**src/rtl/m_axi_wr.sv**
```systemverilog
// Single-beat AXI4 write master: one command in flight, B result on rsp port.
// Optional B-wait timeout enabled by defining M_AXI_WR_TIMEOUT_EN.
module m_axi_wr #(
    parameter int ADDR_W         = 32,
    parameter int DATA_W         = 32,
    parameter int ID_W           = 4,
    parameter int TIMEOUT_CYCLES = 64
) (
    input  logic                clk,
    input  logic                areset,
    input  logic                cmd_valid_i,
    output logic                cmd_ready_o,
    input  logic [ID_W-1:0]     cmd_id_i,
    input  logic [ADDR_W-1:0]   cmd_addr_i,
    input  logic [DATA_W-1:0]   cmd_data_i,
    input  logic [DATA_W/8-1:0] cmd_strb_i,
    output logic [ID_W-1:0]     awid_o,
    output logic [ADDR_W-1:0]   awaddr_o,
    output logic                awvalid_o,
    input  logic                awready_i,
    output logic [DATA_W-1:0]   wdata_o,
    output logic [DATA_W/8-1:0] wstrb_o,
    output logic                wvalid_o,
    input  logic                wready_i,
    input  logic [ID_W-1:0]     bid_i,
    input  logic [1:0]          bresp_i,
    input  logic                bvalid_i,
    output logic                bready_o,
    output logic                rsp_valid_o,
    input  logic                rsp_ready_i,
    output logic [1:0]          rsp_resp_o,
    output logic                rsp_id_err_o
);

    typedef enum logic [1:0] {IDLE, SEND, WAIT_B, RESP} state_t;

    state_t              r_state;
    state_t              w_next;
    logic                r_aw_done;
    logic                r_w_done;
    logic [ID_W-1:0]     r_id;
    logic [ADDR_W-1:0]   r_addr;
    logic [DATA_W-1:0]   r_data;
    logic [DATA_W/8-1:0] r_strb;
    logic [1:0]          r_resp;
    logic                r_id_err;
    logic                w_accept;
    logic                w_aw_hs;
    logic                w_w_hs;
    logic                w_send_done;
    logic                w_timeout;

    assign w_accept    = (r_state == IDLE) && cmd_valid_i;
    assign w_aw_hs     = (r_state == SEND) && !r_aw_done && awready_i;
    assign w_w_hs      = (r_state == SEND) && !r_w_done && wready_i;
    assign w_send_done = (r_aw_done || w_aw_hs) && (r_w_done || w_w_hs);

`ifdef M_AXI_WR_TIMEOUT_EN
    localparam int CNT_W = $clog2(TIMEOUT_CYCLES + 1);
    logic [CNT_W-1:0] r_cnt;

    // Counter is held at zero through SEND so it starts clean in WAIT_B.
    always_ff @(posedge clk or negedge areset) begin
        if (!areset) begin
            r_cnt <= '0;
        end else if (r_state != WAIT_B) begin
            r_cnt <= '0;
        end else if (!bvalid_i) begin
            r_cnt <= r_cnt + CNT_W'(1);
        end
    end

    assign w_timeout = (r_state == WAIT_B) && !bvalid_i &&
                       (r_cnt == CNT_W'(TIMEOUT_CYCLES - 1));
`else
    assign w_timeout = 1'b0;
`endif

    always_ff @(posedge clk or negedge areset) begin
        if (!areset) begin
            r_state <= IDLE;
        end else begin
            r_state <= w_next;
        end
    end

    always_comb begin
        w_next      = r_state;
        cmd_ready_o = 1'b0;
        awvalid_o   = 1'b0;
        wvalid_o    = 1'b0;
        bready_o    = 1'b0;
        rsp_valid_o = 1'b0;
        unique case (r_state)
            IDLE: begin
                cmd_ready_o = 1'b1;
                if (cmd_valid_i) w_next = SEND;
            end
            SEND: begin
                awvalid_o = !r_aw_done;
                wvalid_o  = !r_w_done;
                if (w_send_done) w_next = WAIT_B;
            end
            WAIT_B: begin
                bready_o = 1'b1;
                if (bvalid_i || w_timeout) w_next = RESP;
            end
            RESP: begin
                rsp_valid_o = 1'b1;
                if (rsp_ready_i) w_next = IDLE;
            end
            default: w_next = IDLE;
        endcase
    end

    always_ff @(posedge clk or negedge areset) begin
        if (!areset) begin
            r_aw_done <= 1'b0;
            r_w_done  <= 1'b0;
            r_id      <= '0;
            r_addr    <= '0;
            r_data    <= '0;
            r_strb    <= '0;
            r_resp    <= 2'b00;
            r_id_err  <= 1'b0;
        end else begin
            if (w_accept) begin
                r_id      <= cmd_id_i;
                r_addr    <= cmd_addr_i;
                r_data    <= cmd_data_i;
                r_strb    <= cmd_strb_i;
                r_aw_done <= 1'b0;
                r_w_done  <= 1'b0;
            end
            if (w_aw_hs) r_aw_done <= 1'b1;
            if (w_w_hs)  r_w_done  <= 1'b1;
            if (r_state == WAIT_B) begin
                if (bvalid_i) begin
                    r_resp   <= bresp_i;
                    r_id_err <= (bid_i != r_id);
                end else if (w_timeout) begin
                    r_resp   <= 2'b10;
                    r_id_err <= 1'b0;
                end
            end
        end
    end

    assign awid_o       = r_id;
    assign awaddr_o     = r_addr;
    assign wdata_o      = r_data;
    assign wstrb_o      = r_strb;
    assign rsp_resp_o   = r_resp;
    assign rsp_id_err_o = r_id_err;

endmodule

```
**config.mk**
```make
export PLATFORM = sky130hd
export DESIGN_NAME = m_axi_wr
export DESIGN_NICKNAME = d
export VERILOG_FILES = /design/src/rtl/m_axi_wr.sv
export SDC_FILE = /design/constraint.sdc
export NUM_CORES = 1
export LEC_CHECK = 0
export CELL_PAD_IN_SITES_DETAIL_PLACEMENT = 0
export CELL_PAD_IN_SITES_GLOBAL_PLACEMENT = 1
export CORE_MARGIN = 4
export CORE_UTILIZATION = 30
export DETAILED_ROUTE_END_ITERATION = 12
export PLACE_DENSITY_LB_ADDON = 0.08
export SLEW_MARGIN = 20
export SYNTH_ARGS = -nofsm -noshare
export SYNTH_HDL_FRONTEND = slang
export SYNTH_SLANG_ARGS = --single-unit
```
**constraint.sdc**
```tcl
create_clock -name clk -period 2 [get_ports clk]
set_input_delay 0.3 -clock clk [delete_from_list [all_inputs] [get_ports clk]]
set_output_delay 0.3 -clock clk [all_outputs]
set_load 0.01 [all_outputs]
```
==> metrics.txt <==
# TYPE chip_impl_metric gauge
chip_impl_info{name="result_of_the_run",value="completed"} 1
chip_impl_metric{name="finalInstanceArea",unit="um^2"} 5130
chip_impl_metric{name="ys_async_sr_fraction",unit=""} 1.00
chip_impl_metric{name="timing.hold.ws",unit="ps"} 409
chip_impl_metric{name="average_wire_per_cell_in_the_routed_design",unit="um"} 15.8
chip_impl_metric{name="finalSetupViolCount",unit=""} 0
chip_impl_info{name="holdCritPathClass",value="input port to async pin"} 1
chip_impl_metric{name="dr_total_vias",unit=""} 2183
chip_impl_metric{name="placeableCoreArea",unit="um^2"} 9910
chip_impl_info{name="timing.critical_path.from_type",value="flop"} 1
chip_impl_metric{name="post-place-cells",unit=""} 481
chip_impl_metric{name="synth_area",unit="um^2"} 3090
chip_impl_metric{name="period_needed",unit="ps"} 1870
chip_impl_metric{name="synthDominantCellAreaShare",unit=""} 0.640
chip_impl_metric{name="synth-adder-area-share",unit=""} 0.0162
chip_impl_metric{name="die_height",unit="um"} 109
chip_impl_metric{name="antenna_cells_inserted",unit=""} 0
chip_impl_metric{name="synth-seq-area-share",unit=""} 0.640
chip_impl_metric{name="min_period_over_period",unit=""} 0.933
chip_impl_metric{name="post-place-ws",unit="ps"} 230
chip_impl_metric{name="area_fraction_in_compound_gates_after_synthesis",unit=""} 0.0203
chip_impl_metric{name="worst_slew_pin_slew",unit="ps"} 388
chip_impl_metric{name="tritoncts.num_buffers",unit=""} 9
chip_impl_metric{name="detail_route.vias_per_cell",unit=""} 4.37
chip_impl_metric{name="max-cap-violations",unit=""} 0
chip_impl_metric{name="die_footprint",unit="um^2"} 12000
chip_impl_metric{name="initialDrtViolationCount",unit=""} 59
chip_impl_info{name="path_cells",value="buf_4 -> ha_1 -> clkdlybuf4s50_1"} 1
chip_impl_metric{name="crit_fanout",unit=""} 3
chip_impl_metric{name="synth_fp_nets",unit=""} 277
chip_impl_metric{name="first_global_vias",unit=""} 2333
chip_impl_metric{name="clk_latency",unit="ps"} 340
chip_impl_metric{name="leakage",unit="nW"} 2.16
chip_impl_metric{name="globalRoute.totalOverflow",unit=""} 0
chip_impl_info{name="netlist_top_cells_area",value="dfrtp_1 (64%), mux2_2 (22%), mux2_1 (5.1%)"} 1
chip_impl_metric{name="max-slew-margin-rel",unit=""} 0.742
chip_impl_info{name="synth_top_flop_cell",value="dfrtp_1"} 1
chip_impl_info{name="rsz0062_at_grt",value="no"} 1
chip_impl_metric{name="io-pin-count",unit=""} 165
chip_impl_info{name="timing.setup.critical_path_class",value="flop to output pin"} 1
chip_impl_metric{name="place.detailed.hpwl",unit="mm"} 5.87
chip_impl_info{name="clock_tree_from_tritoncts",value="built"} 1
chip_impl_metric{name="globalRouteTotalUtil",unit=""} 0.131
chip_impl_metric{name="fin_nets",unit=""} 450
chip_impl_metric{name="yosysWarnings",unit=""} 0
chip_impl_metric{name="syn-mean-instance-area",unit="um^2"} 16.4
chip_impl_metric{name="netlist_instances",unit=""} 188
chip_impl_info{name="cts.root.buffer_cell",value="clkbuf_8"} 1
chip_impl_info{name="worstSetupEndpointType",value="output pin"} 1
chip_impl_metric{name="critical-path-max-stage-delay",unit="ps"} 480
chip_impl_metric{name="area.sequential",unit="um^2"} 1980
chip_impl_metric{name="place_congestion",unit=""} 0.676
chip_impl_metric{name="floorplan.initialDensity",unit=""} 0.312
chip_impl_metric{name="area.growth.synth_to_final",unit="%"} 65.9
chip_impl_metric{name="detailed_place.area",unit="um^2"} 4930
chip_impl_metric{name="synth.mux.area_fraction",unit=""} 0.278
chip_impl_metric{name="clk_pin_slew",unit="ps"} 90
chip_impl_metric{name="cts.sink_count",unit=""} 79
chip_impl_metric{name="fin_worst_skew",unit="ps"} 10.8
chip_impl_metric{name="final.setup.worst_slack",unit="ps"} 135
chip_impl_metric{name="final_cell_count_no_fill",unit=""} 499
chip_impl_metric{name="die_width",unit="um"} 109
chip_impl_metric{name="tns",unit="ps"} 0
chip_impl_metric{name="required",unit="ps"} 1700
chip_impl_metric{name="drt_pre_antenna_iters",unit=""} 3
chip_impl_metric{name="multi_input_area",unit="um^2"} 1090
chip_impl_metric{name="first_pass_grt_wire_length",unit="mm"} 11.9
chip_impl_info{name="post-synth-top-count-cell",value="dfrtp_1"} 1
chip_impl_metric{name="post_synth_xor_area_fraction",unit=""} 0.0113
chip_impl_metric{name="number_of_synthesized_flops_with_an_enable_pin",unit=""} 0
chip_impl_metric{name="floorplan.rows",unit=""} 36
chip_impl_metric{name="irDropWorstVdd",unit="mV"} 0.537
chip_impl_metric{name="port-buffer-count",unit=""} 164
chip_impl_metric{name="final-hold-violation-count",unit=""} 0
chip_impl_metric{name="achievable-frequency",unit="MHz"} 536
chip_impl_metric{name="final_layout_size_suffix_gt1_frac",unit=""} 0.246
chip_impl_info{name="critical_path.slowest_cell",value="clkdlybuf4s50_1"} 1
chip_impl_metric{name="drc",unit=""} 0
chip_impl_info{name="synth.largest_area_cell",value="dfrtp_1"} 1
chip_impl_info{name="synth_top_family_by_area",value="multiplexers"} 1
chip_impl_metric{name="route.antenna.remaining_nets",unit=""} 0
chip_impl_info{name="post_synth_most_frequent_cells",value="dfrtp_1 (79), mux2_2 (60), mux2_1 (14), buf_2 (8)"} 1
chip_impl_metric{name="grt_antenna_before_repair",unit=""} 0
chip_impl_metric{name="synthDistinctLibCells",unit=""} 20
chip_impl_metric{name="ys_ff_latch",unit=""} 79
chip_impl_metric{name="grt_start_max_net_pins",unit=""} 37
chip_impl_metric{name="num-fill-cells",unit=""} 910
chip_impl_metric{name="critical_path_arrival",unit="ps"} 1570
chip_impl_metric{name="cts_max_path_buffers",unit=""} 2
chip_impl_metric{name="simple_gate_share_of_the_synthesized_area",unit=""} 0.0190
chip_impl_metric{name="ctsHtreeMaxLevel",unit=""} 3
chip_impl_metric{name="timing_max_transition_violations_final",unit=""} 0
chip_impl_metric{name="power_density",unit="nW/um^2"} 1500
chip_impl_metric{name="routed_wirelength",unit="mm"} 7.87
-- where the power goes --
part           internal, mW  switching, mW  total (mW)  leakage (nW)
clock network         0.444          0.571        1.02        0.0781
logic                  2.44           1.38        3.82          1.15
registers              2.42          0.431        2.85         0.934
total                  5.31           2.38        7.69          2.16
-- cell usage in the layout, fill, tap and decap left out, types with 2 or more instances in the layout --
cell type,synthesis,routed
clkdlybuf4s50_1,0,159
dfrtp_1,79,79
mux2_2,60,60
mux2_1,14,14
clkbuf_8,0,9
xor2_1,4,4
clkinv_2,0,3
clkinvlp_4,0,3
buf_4,0,3
dlygate4sd2_1,0,3
buf_12,0,3
nand2_1,3,2
nor2b_1,2,2
a22o_1,2,2
ha_1,4,2
-- metrics by stage --
step / utilization / total power, mW
3_3_place_gp: 0.497 / 6.70
4_1_cts: 0.517 / 7.84
3_5_place_dp: 0.497 / 6.75
6_report: 0.517 / 7.69
2_1_floorplan: - / 4.53
5_1_grt: 0.517 / 8.20
-- path summary, 6_finish.rpt --
kind / start / to / slack (ps) / cells after the start
worst max-delay path: r_state[1] / rsp_valid_o / 130 / 3
worst min-delay path: areset / awaddr_o[2] / 410 / 2
worst max register to register: r_state[0] / r_state[1] / 210 / 5
worst min register to register: rsp_id_err_o / rsp_id_err_o / 480 / 2
max in group asynchronous: areset / wdata_o[6] / 930 / 3
min in group clk: rsp_id_err_o / rsp_id_err_o / 480 / 2
-- area by class of cell --
type | count | share of cell area
Clock buffer | 10 | 0.0249
Clock inverter | 6 | 0.00732
Inverter | 2 | 0.00146
Multi-Input combinational cell | 99 | 0.212
Sequential cell | 79 | 0.386
Tap cell | 133 | 0.0325
Timing Repair Buffer | 170 | 0.336
-- state kept, by name, indices dropped and copies added, names as in the netlist --
| register | flops |
|---|---|
| awaddr_o | 32 |
| wdata_o | 32 |
| awid_o | 4 |
| wstrb_o | 4 |
| r_state | 2 |
| rsp_resp_o | 2 |
| r_aw_done | 1 |
| r_w_done | 1 |
| rsp_id_err_o | 1 |
-- worst max-delay path, delay by kind of cell (launching register included) --
kind / cells / cell delay [ps]
adders and majority gates: 1 / 200
buffers and inverters: 2 / 630
DFF: 1 / 400
-- timing repair --
item | 4_1_cts | 5_1_grt
hold buffers | 1 | 0
resized for setup | 7 | 1
endpoints found under the hold margin | 26 | 0
endpoints found under the setup margin | 3 | 1
buffers inserted | 1 | 0
-- cells by family (layout without fill, tap and decap cells) --
group | after synthesis | count (layout)
AOI/OAI and AO/OA | 5 | 5
xor gates and xnor gates | 4 | 4
adders and majority gates | 4 | 4
buffers and inverters | 10 | 188
DFF | 79 | 79
muxes | 76 | 76
and+or+nand+nor | 10 | 10
-- metal layers --
metal  track usage  vias up  share of wire
met5             0        -              0
met4        0.0534        0          0.020
met3        0.0534       14           0.11
met2         0.209      101           0.47
met1         0.156     1070           0.40
li1              -      998              -
Note: power is estimated with default switching activity, not from simulation.
